--- src/rtl/a_mmu_defines.sv ---
// Shared MMU definitions: TLB entry layout, write-port payload, maintenance op
// encodings and the page-size-aware VPPN compare used by lookup and maintenance.
package a_mmu_defines;

  localparam int unsigned TLB_ENTRY_NUM_DEF = 32;
  localparam int unsigned ASID_W            = 10;
  localparam int unsigned VPPN_W            = 19;
  localparam int unsigned PPN_W             = 20;
  localparam int unsigned INVOP_W           = 5;
  localparam int unsigned HUGE_CMP_W        = 10;

  typedef enum logic [2:0] {
    TLBOP_SRCH = 3'd0,
    TLBOP_RD   = 3'd1,
    TLBOP_WR   = 3'd2,
    TLBOP_FILL = 3'd3,
    TLBOP_INV  = 3'd4
  } tlbop_e;

  localparam logic [INVOP_W-1:0] INVOP_ALL0       = INVOP_W'(0);
  localparam logic [INVOP_W-1:0] INVOP_ALL1       = INVOP_W'(1);
  localparam logic [INVOP_W-1:0] INVOP_G1         = INVOP_W'(2);
  localparam logic [INVOP_W-1:0] INVOP_G0         = INVOP_W'(3);
  localparam logic [INVOP_W-1:0] INVOP_G0_ASID    = INVOP_W'(4);
  localparam logic [INVOP_W-1:0] INVOP_G0_ASID_VA = INVOP_W'(5);
  localparam logic [INVOP_W-1:0] INVOP_GASID_VA   = INVOP_W'(6);
  localparam logic [INVOP_W-1:0] INVOP_MAX        = INVOP_GASID_VA;

  // Encoded so that legal INVTLB ops map straight onto the low three bits.
  typedef enum logic [2:0] {
    MM_ALL0       = 3'd0,
    MM_ALL1       = 3'd1,
    MM_G1         = 3'd2,
    MM_G0         = 3'd3,
    MM_G0_ASID    = 3'd4,
    MM_G0_ASID_VA = 3'd5,
    MM_GASID_VA   = 3'd6
  } match_mode_e;

  typedef enum logic [1:0] {
    ST_IDLE  = 2'd0,
    ST_SWEEP = 2'd1,
    ST_WRITE = 2'd2,
    ST_RESP  = 2'd3
  } maint_state_e;

  typedef struct packed {
    logic [VPPN_W-1:0] vppn;
    logic              huge_page;
    logic              g;
    logic [ASID_W-1:0] asid;
    logic              e;
  } tlb_key_t;

  typedef struct packed {
    logic [PPN_W-1:0] ppn;
    logic [1:0]       plv;
    logic [1:0]       mat;
    logic             d;
    logic             v;
  } tlb_page_t;

  typedef struct packed {
    tlb_page_t p1;
    tlb_page_t p0;
  } tlb_data_t;

  typedef struct packed {
    tlb_key_t  key;
    tlb_data_t data;
  } tlb_entry_t;

  typedef struct packed {
    logic [TLB_ENTRY_NUM_DEF-1:0] tlb_write_req;
    tlb_entry_t                   tlb_write_entry;
  } tlb_write_req_t;

  // Huge pages ignore the low VPPN bits that fall inside the large page.
  function automatic logic tlb_vppn_match(input logic [VPPN_W-1:0] vppn,
                                          input logic              huge_page,
                                          input logic [VPPN_W-1:0] va_vppn);
    if (huge_page) begin
      return va_vppn[VPPN_W-1 -: HUGE_CMP_W] == vppn[VPPN_W-1 -: HUGE_CMP_W];
    end
    return va_vppn == vppn;
  endfunction

endpackage

--- src/rtl/tlb_entry_match.sv ---
// Single-entry match for TLBSRCH and INVTLB; invalid entries never match.
module tlb_entry_match
  import a_mmu_defines::*;
(
  input  tlb_key_t          key_i,
  input  logic [ASID_W-1:0] asid_i,
  input  logic [VPPN_W-1:0] va_vppn_i,
  input  match_mode_e       mode_i,
  output logic              match_o
);

  logic asid_eq;
  logic va_eq;
  logic mode_match;

  assign asid_eq = (key_i.asid == asid_i);
  assign va_eq   = tlb_vppn_match(key_i.vppn, key_i.huge_page, va_vppn_i);

  always_comb begin
    mode_match = 1'b0;
    case (mode_i)
      MM_ALL0, MM_ALL1: mode_match = 1'b1;
      MM_G1:            mode_match = key_i.g;
      MM_G0:            mode_match = !key_i.g;
      MM_G0_ASID:       mode_match = !key_i.g && asid_eq;
      MM_G0_ASID_VA:    mode_match = !key_i.g && asid_eq && va_eq;
      MM_GASID_VA:      mode_match = (key_i.g || asid_eq) && va_eq;
      default:          mode_match = 1'b0;
    endcase
  end

  assign match_o = key_i.e && mode_match;

endmodule

--- src/rtl/tlb_maint_ctrl.sv ---
// TLB maintenance sequencer: serialises SRCH/INV into one-entry-per-cycle sweeps
// over the array read port and issues single-entry writes for WR/FILL/INV.
module tlb_maint_ctrl
  import a_mmu_defines::*;
#(
  parameter int unsigned TLB_ENTRY_NUM = TLB_ENTRY_NUM_DEF,
  parameter int unsigned IDX_W         = $clog2(TLB_ENTRY_NUM)
) (
  input  logic                 clk,
  input  logic                 rst,
  input  logic                 req_valid_i,
  output logic                 req_ready_o,
  input  tlbop_e               req_op_i,
  input  logic [INVOP_W-1:0]   req_invop_i,
  input  logic [ASID_W-1:0]    req_asid_i,
  input  logic [31:0]          req_va_i,
  input  logic [IDX_W-1:0]     req_idx_i,
  input  tlb_entry_t           req_entry_i,
  output logic [IDX_W-1:0]     rd_idx_o,
  input  tlb_entry_t           rd_entry_i,
  output tlb_write_req_t       tlb_write_req_o,
  output logic                 resp_valid_o,
  output logic                 resp_hit_o,
  output logic [IDX_W-1:0]     resp_idx_o,
  output tlb_entry_t           resp_entry_o,
  output logic                 resp_err_o
);

  maint_state_e        state_q, state_d;
  tlbop_e              op_q, op_d;
  logic [INVOP_W-1:0]  invop_q, invop_d;
  logic [ASID_W-1:0]   asid_q, asid_d;
  logic [VPPN_W-1:0]   vppn_q, vppn_d;
  logic [IDX_W-1:0]    idx_q, idx_d;
  logic [IDX_W-1:0]    k_q, k_d;
  logic [IDX_W-1:0]    fill_q, fill_d;
  logic [IDX_W-1:0]    hit_idx_q, hit_idx_d;
  logic                hit_q, hit_d;
  tlb_entry_t          entry_q, entry_d;

  logic                accept;
  logic                sweep_last;
  logic                inv_bad;
  logic                match;
  match_mode_e         mode;
  logic                unused_va_offset;

  assign accept           = req_valid_i && (state_q == ST_IDLE);
  assign sweep_last       = (k_q == IDX_W'(TLB_ENTRY_NUM - 1));
  assign inv_bad          = (invop_q > INVOP_MAX);
  assign mode             = (op_q == TLBOP_INV) ? match_mode_e'(invop_q[2:0]) : MM_GASID_VA;
  assign unused_va_offset = ^req_va_i[31-VPPN_W:0];

  tlb_entry_match u_match (
    .key_i     (rd_entry_i.key),
    .asid_i    (asid_q),
    .va_vppn_i (vppn_q),
    .mode_i    (mode),
    .match_o   (match)
  );

  // State register
  always_ff @(posedge clk) begin
    if (rst) begin
      state_q <= ST_IDLE;
    end else begin
      state_q <= state_d;
    end
  end

  // Next-state logic
  always_comb begin
    state_d = state_q;
    case (state_q)
      ST_IDLE: begin
        if (req_valid_i) begin
          case (req_op_i)
            TLBOP_SRCH:            state_d = ST_SWEEP;
            TLBOP_WR, TLBOP_FILL:  state_d = ST_WRITE;
            TLBOP_INV:             state_d = (req_invop_i > INVOP_MAX) ? ST_RESP : ST_SWEEP;
            default:               state_d = ST_RESP;
          endcase
        end
      end
      ST_SWEEP: if (sweep_last) state_d = ST_RESP;
      ST_WRITE: state_d = ST_RESP;
      ST_RESP:  state_d = ST_IDLE;
      default:  state_d = ST_IDLE;
    endcase
  end

  // Output logic
  always_comb begin
    req_ready_o     = 1'b0;
    rd_idx_o        = '0;
    tlb_write_req_o = '0;
    resp_valid_o    = 1'b0;
    resp_hit_o      = 1'b0;
    resp_idx_o      = '0;
    resp_entry_o    = '0;
    resp_err_o      = 1'b0;
    case (state_q)
      ST_IDLE: req_ready_o = 1'b1;
      ST_SWEEP: begin
        rd_idx_o = k_q;
        // Invalidate keeps every field except e so the array stays coherent.
        if ((op_q == TLBOP_INV) && match) begin
          tlb_write_req_o.tlb_write_req[k_q] = 1'b1;
          tlb_write_req_o.tlb_write_entry    = rd_entry_i;
          tlb_write_req_o.tlb_write_entry.key.e = 1'b0;
        end
      end
      ST_WRITE: begin
        tlb_write_req_o.tlb_write_req[idx_q] = 1'b1;
        tlb_write_req_o.tlb_write_entry      = entry_q;
      end
      ST_RESP: begin
        resp_valid_o = 1'b1;
        case (op_q)
          TLBOP_RD: begin
            rd_idx_o     = idx_q;
            resp_entry_o = rd_entry_i;
          end
          TLBOP_SRCH: begin
            resp_hit_o = hit_q;
            resp_idx_o = hit_idx_q;
          end
          TLBOP_FILL: resp_idx_o = idx_q;
          TLBOP_INV:  resp_err_o = inv_bad;
          default:    resp_err_o = 1'b0;
        endcase
      end
      default: req_ready_o = 1'b0;
    endcase
  end

  // Request latch, sweep index, search result and free-running fill counter
  always_comb begin
    op_d      = op_q;
    invop_d   = invop_q;
    asid_d    = asid_q;
    vppn_d    = vppn_q;
    idx_d     = idx_q;
    entry_d   = entry_q;
    k_d       = k_q;
    hit_d     = hit_q;
    hit_idx_d = hit_idx_q;
    fill_d    = fill_q + IDX_W'(1);
    if (accept) begin
      op_d      = req_op_i;
      invop_d   = req_invop_i;
      asid_d    = req_asid_i;
      vppn_d    = req_va_i[31 -: VPPN_W];
      idx_d     = (req_op_i == TLBOP_FILL) ? fill_q : req_idx_i;
      entry_d   = req_entry_i;
      k_d       = '0;
      hit_d     = 1'b0;
      hit_idx_d = '0;
    end else if (state_q == ST_SWEEP) begin
      k_d = k_q + IDX_W'(1);
      // First hit wins, giving the lowest matching index.
      if ((op_q == TLBOP_SRCH) && match && !hit_q) begin
        hit_d     = 1'b1;
        hit_idx_d = k_q;
      end
    end
  end

  always_ff @(posedge clk) begin
    if (rst) begin
      op_q      <= TLBOP_SRCH;
      invop_q   <= '0;
      asid_q    <= '0;
      vppn_q    <= '0;
      idx_q     <= '0;
      entry_q   <= '0;
      k_q       <= '0;
      hit_q     <= 1'b0;
      hit_idx_q <= '0;
      fill_q    <= '0;
    end else begin
      op_q      <= op_d;
      invop_q   <= invop_d;
      asid_q    <= asid_d;
      vppn_q    <= vppn_d;
      idx_q     <= idx_d;
      entry_q   <= entry_d;
      k_q       <= k_d;
      hit_q     <= hit_d;
      hit_idx_q <= hit_idx_d;
      fill_q    <= fill_d;
    end
  end

endmodule
--- config.mk ---
export PLATFORM = sky130hd
export DESIGN_NAME = tlb_maint_ctrl
export DESIGN_NICKNAME = d
export VERILOG_FILES = /design/src/rtl/a_mmu_defines.sv /design/src/rtl/tlb_entry_match.sv /design/src/rtl/tlb_maint_ctrl.sv
export SDC_FILE = /design/constraint.sdc
export NUM_CORES = 1
export LEC_CHECK = 0
export BUFFER_PORTS_ARGS = -buffer_cell sky130_fd_sc_hd__buf_2
export CORE_AREA = 3 3 168 170
export CTS_CLUSTER_SIZE = 12
export DETAILED_ROUTE_END_ITERATION = 12
export DIE_AREA = 0 0 171 173
export GPL_TIMING_DRIVEN = 0
export PLACE_DENSITY_LB_ADDON = 0.3
export SYNTH_ARGS = -nofsm -noshare
export SYNTH_HDL_FRONTEND = slang
export SYNTH_HIERARCHICAL = 1
export SYNTH_SLANG_ARGS = --single-unit
export TNS_END_PERCENT = 5
--- constraint.sdc ---
create_clock -name clk -period 4.8 [get_ports clk]
set_input_delay 1.2 -clock clk [delete_from_list [all_inputs] [get_ports clk]]
set_output_delay 1.2 -clock clk [all_outputs]
set_load 0.02 [all_outputs]
# Yosys cells after proc, flatten, opt, wreduce, memory -nomap -nowiden
# Cells that the tools add are included.
[op_classes]
reduce_logical = 22
n_mux = 29
order_cmp = 6
eq_ne = 21
n_addsub = 2
[ops]
columns = ["cell", "n"]
rows = [
  ["$pmux W116 S2", 1],
  ["$mux W84", 2],
  ["$mux W116", 1],
  ["$eq A10 B10 Y1", 2],
  ["$pmux W5 S2", 2],
  ["$eq A19 B19 Y1", 1],
  ["$eq A3 B2 Y1 const B", 5],
  ["$eq A3 B3 Y1 const B", 5],
  ["$mux W5", 3],
  ["$lt A5 B6 Y1 const B", 2],
  ["$mux W1", 11],
  ["$add A5 B1 Y5 const B", 2],
  ["$demux W1 S5", 2],
  ["$ge A5 B1 Y1 const B", 2],
  ["$gt A5 B3 Y1 const B", 2],
  ["$logic_and A1 B1 Y1", 10],
  ["$logic_not A3 Y1", 3],
  ["$pmux W2 S4", 1],
  ["$eq A3 B1 Y1 const B", 2],
  ["$mux W2", 3],
  ["$pmux W1 S6", 1],
  ["$pmux W2 S3", 1],
  ["$reduce_or A2 Y1", 3],
  ["$eq A5 B5 Y1 const B", 1],
  ["8 further kinds", 12],
]
[totals]
reg_bits = 144
word_cells = 105
out_inout_bits = 214
inputBits = 226

# Logic depth before layout (Yosys ltp)
[logic_depth]
ltp_word = 9
mapped_depth = 13
mapped_depth_nobuf = 11

# Hierarchy
# The synthesis kept the hierarchy.
[by_module_without_submodules]
columns = ["mod", "cells_each", "instances", "seq_area_each_um2", "area_per_inst_um2"]
rows = [
  ["tlb_maint_ctrl", 821, 1, 2882.8, 7549.7],
  ["tlb_entry_match", 49, 1, 0.0, 391.6],
]

# Worst setup path before layout
# OpenSTA, ideal clock, no wires.
[synth_path]
path_kind = "input to output"
startpoint = "in rd_entry_i[54] in the netlist's numbering"
endpoint = "out tlb_write_req_o[97] in the netlist's numbering"
setup_slack_ps = 285
required_ps = 3600
cell_stages = 9
t_arrival_ps = 3315
path_buffers = 1
cell_sequence = "xor2_1 or4_4 nor3_2 a22oi_1 o21ai_1 and4bb_4 buf_4 nand4_1 a21boi_0"
[synth_lines]
columns = ["element", "line", "text"]
rows = [
  ["start: declaration", "tlb_maint_ctrl.sv:20", "input tlb_entry_t rd_entry_i,"],
  ["end: declaration", "tlb_maint_ctrl.sv:21", "output tlb_write_req_t tlb_write_req_o,"],
]

==> metrics.txt <==
status finished, violations left; failing checks negative setup slack; layout cells sized above 1 0.4037; CTS tree yes; post-route ant nets 0; Max Clock Skew 13.52 ps; GRT Total Usage 0.2596; full die area between 20000 and 30000 um^2; CTS max path bufs 2; Root Driver clkbuf_16; CP max-delay cell or4_4; Tmin final just under 5000 ps; slowest cell delay on critical path ~520 ps; CTS clk-pin slew, worst paths 70 ps; Reg area 2883 um^2; Fmax achieved 0.2050 GHz; H-tree depth 4; filler instances roughly 2800; setup violators final 40; Hold WC Path Type flip-flop to flip-flop; Final Core Density 0.4332; Synth cell types between 50 and 60; Core Rows 60; area of the multi-input gates around 4700 um^2; DRT iter0 DRCs a little over 500; syn_area_per_cell between 9 and 10 um^2; ys async rst share 0; critical setup path kind input pin to output port; leak pwr 5.239 nW; Main synth FF type dfxtp_1; Synth warnings 6; crit path cell chain buf_8, xor2_1, or4_4, nor3_4, a22oi_2, o21ai_2, and4bb_4, buf_12, buf_8, a32oi_1, nor2b_1, buf_4; top cells by area, synth dfxtp_1 36%, a22o_1 14%, a32oi_1 9.2%; I/O Buffers roughly 430; CTS Hold Bufs 0; initial antenna violation count 7; Relative slew margins 0.2279; PwrDens approximately 400 nW/um^2; global placement routability congestion roughly 0.91; Critical Path Source Type input pin; part of the cycle the worst path needs 1.016; GRT overflow 0; final non-filler cell total between 1500 and 2000; critical path required time 3600 ps; register bit total from synthesis ~140; CP most frequent cell buf_8; post-layout net count approximately 1600; io pins between 400 and 500; via/cell ratio around 5.4; data arrival time of the worst path about 3700 ps; commonest non-fill, non-tap cells in the layout 370 x buf_2, 144 x dfxtp_1, 126 x a22o_1; die width roughly 170 um; TritonCTS Buffers 17; max-slew violation count 0; final hold violation count 0; die height 173 um; RSZ-0062 raised after global routing yes; VDD IR max 0.2067 mV; vias 9097; Crit Path Max Fanout 10; area delta synth->final 46.62%; placed cells 1637; top cell type's share of synthesized area 0.3630; Post-Syn Instances just under 900; number of global-route vias before repair just under 9000; Min Hold Slack 467.1 ps; Post-DP HPWL ~31 mm; crit end category output port; DRC errors left 0; global-route wire length before repair 57.30 mm; Core Area 26880 um^2; overall power 4.659 mW; most common cell after layout, fill and taps aside buf_2; 1st-pass router iterations 5; Post-Syn Nets about 1100; max cap viols 0; later-pin clock latency in the skew report roughly 430 ps; leading area contributor after synthesis dfxtp_1; worst setup margin -78.29 ps; largest net degree at the start of global routing 17; drt total wl between 40 and 50 mm; clock sink count 144; Worst-Margin Slew between 1000 and 1500 ps; Seq/Total Area, Yosys 0.3630; Post-synth EDFFs 0; mapped cell area 7941 um^2; Starting Density 0.2955; post-DR wirelength/cell approximately 24 um
through the flow:
step                      worst slack [ps]  instance area [um^2]  TNS [ps]
after floorplan                      285.4                  7941         0
after global placement              -389.9                 10500    -28410
after detailed placement            -409.9                 10500    -30530
after CTS                           -41.84                 11480    -392.9
after global routing                -121.6                 11640     -5302
final                               -78.29                 11640     -1160
Yosys cell counts (7+ instances only):
master / instances
and2_1: 91
dfxtp_1: 144
a21oi_1: 7
buf_2: 25
nand2_1: 32
a22o_1: 126
nor2_1: 21
a32oi_1: 83
o22ai_1: 16
xnor2_1: 22
nand3_1: 20
mux2i_1: 7
o21ai_0: 23
nand4_1: 11
xor2_1: 15
nor2b_1: 92
ha_1: 11
buf_6: 9
clkbuf_1: 49
path summary, 6_finish.rpt:
kind	start	endpoint	slack, ps	cells past startpoint
min	fill_q[0]	fill_q[0]	470	1
min reg2reg	fill_q[0]	fill_q[0]	470	1
max reg2reg	op_q[1]	hit_idx_q[2]	2150	12
max	rd_entry_i[59]	tlb_write_req_o[49]	-80	12
flip-flops by register name (all words and copies together), names as in the netlist:
name,flops
asid_q,10
entry_q,84
fill_q,5
hit_idx_q,5
hit_q,1
idx_q,5
invop_q,5
k_q,5
op_q,3
state_q,2
vppn_q,19
what timing repair did:
item | 4_1_cts | 5_1_grt
resized for setup | 77 | 68
pin swaps | 13 | 16
setup buffers | 4 | 0
cloned | 3 | 0
endpoints found under the hold margin | 0 | 0
endpoints found under the setup margin | 115 | 115
logic make-up (layout without fill, tap and decap cells):
| kind of cell | Yosys count | in the layout | share of synthesized area |
|---|---|---|---|
| mux | 7 | 7 | 0.008823 |
| xor+xnor | 37 | 37 | 0.04081 |
| flops | 144 | 144 | 0.3630 |
| fa+ha+maj | 11 | 11 | 0.01733 |
| other cells | 0 | 4 | 0 |
| compound gates | 274 | 274 | 0.2800 |
| simple gates | 305 | 305 | 0.2322 |
| buf+inv | 92 | 557 | 0.05782 |
power breakdown:
part	switching, mW	internal, mW	total, mW
sequential	0.140	1.41	1.55
combinational	1.10	0.642	1.74
clock	0.625	0.744	1.37
final cells by class:
type / count / area share
Clock inverter: 15 / 0.01461
Clock buffer: 17 / 0.03654
Multi-Input combinational cell: 634 / 0.4051
Tap cell: 341 / 0.03664
Antenna cell: 4 / 0.0008597
Sequential cell: 144 / 0.2476
Timing Repair Buffer: 433 / 0.2153
Buffer: 87 / 0.04169
Inverter: 5 / 0.001612
worst max-delay path, delay by kind of cell:
family / cells / cell delay [ps]
AO/OA/AOI/OAI: 3 / 420
buffers and inverters: 4 / 620
AND/OR/NAND/NOR: 4 / 1310
XOR/XNOR: 1 / 130
layer usage:
metal | global-route usage | routed length, um | part of all wire
met1 | 0.3376 | 17180 | 0.42
met4 | 0.07713 | 927 | 0.023
met2 | 0.4390 | 19720 | 0.49
met5 | 0 | 17 | 0.00042
met3 | 0.04458 | 2647 | 0.065
Note: power is estimated with default switching activity, not from simulation.
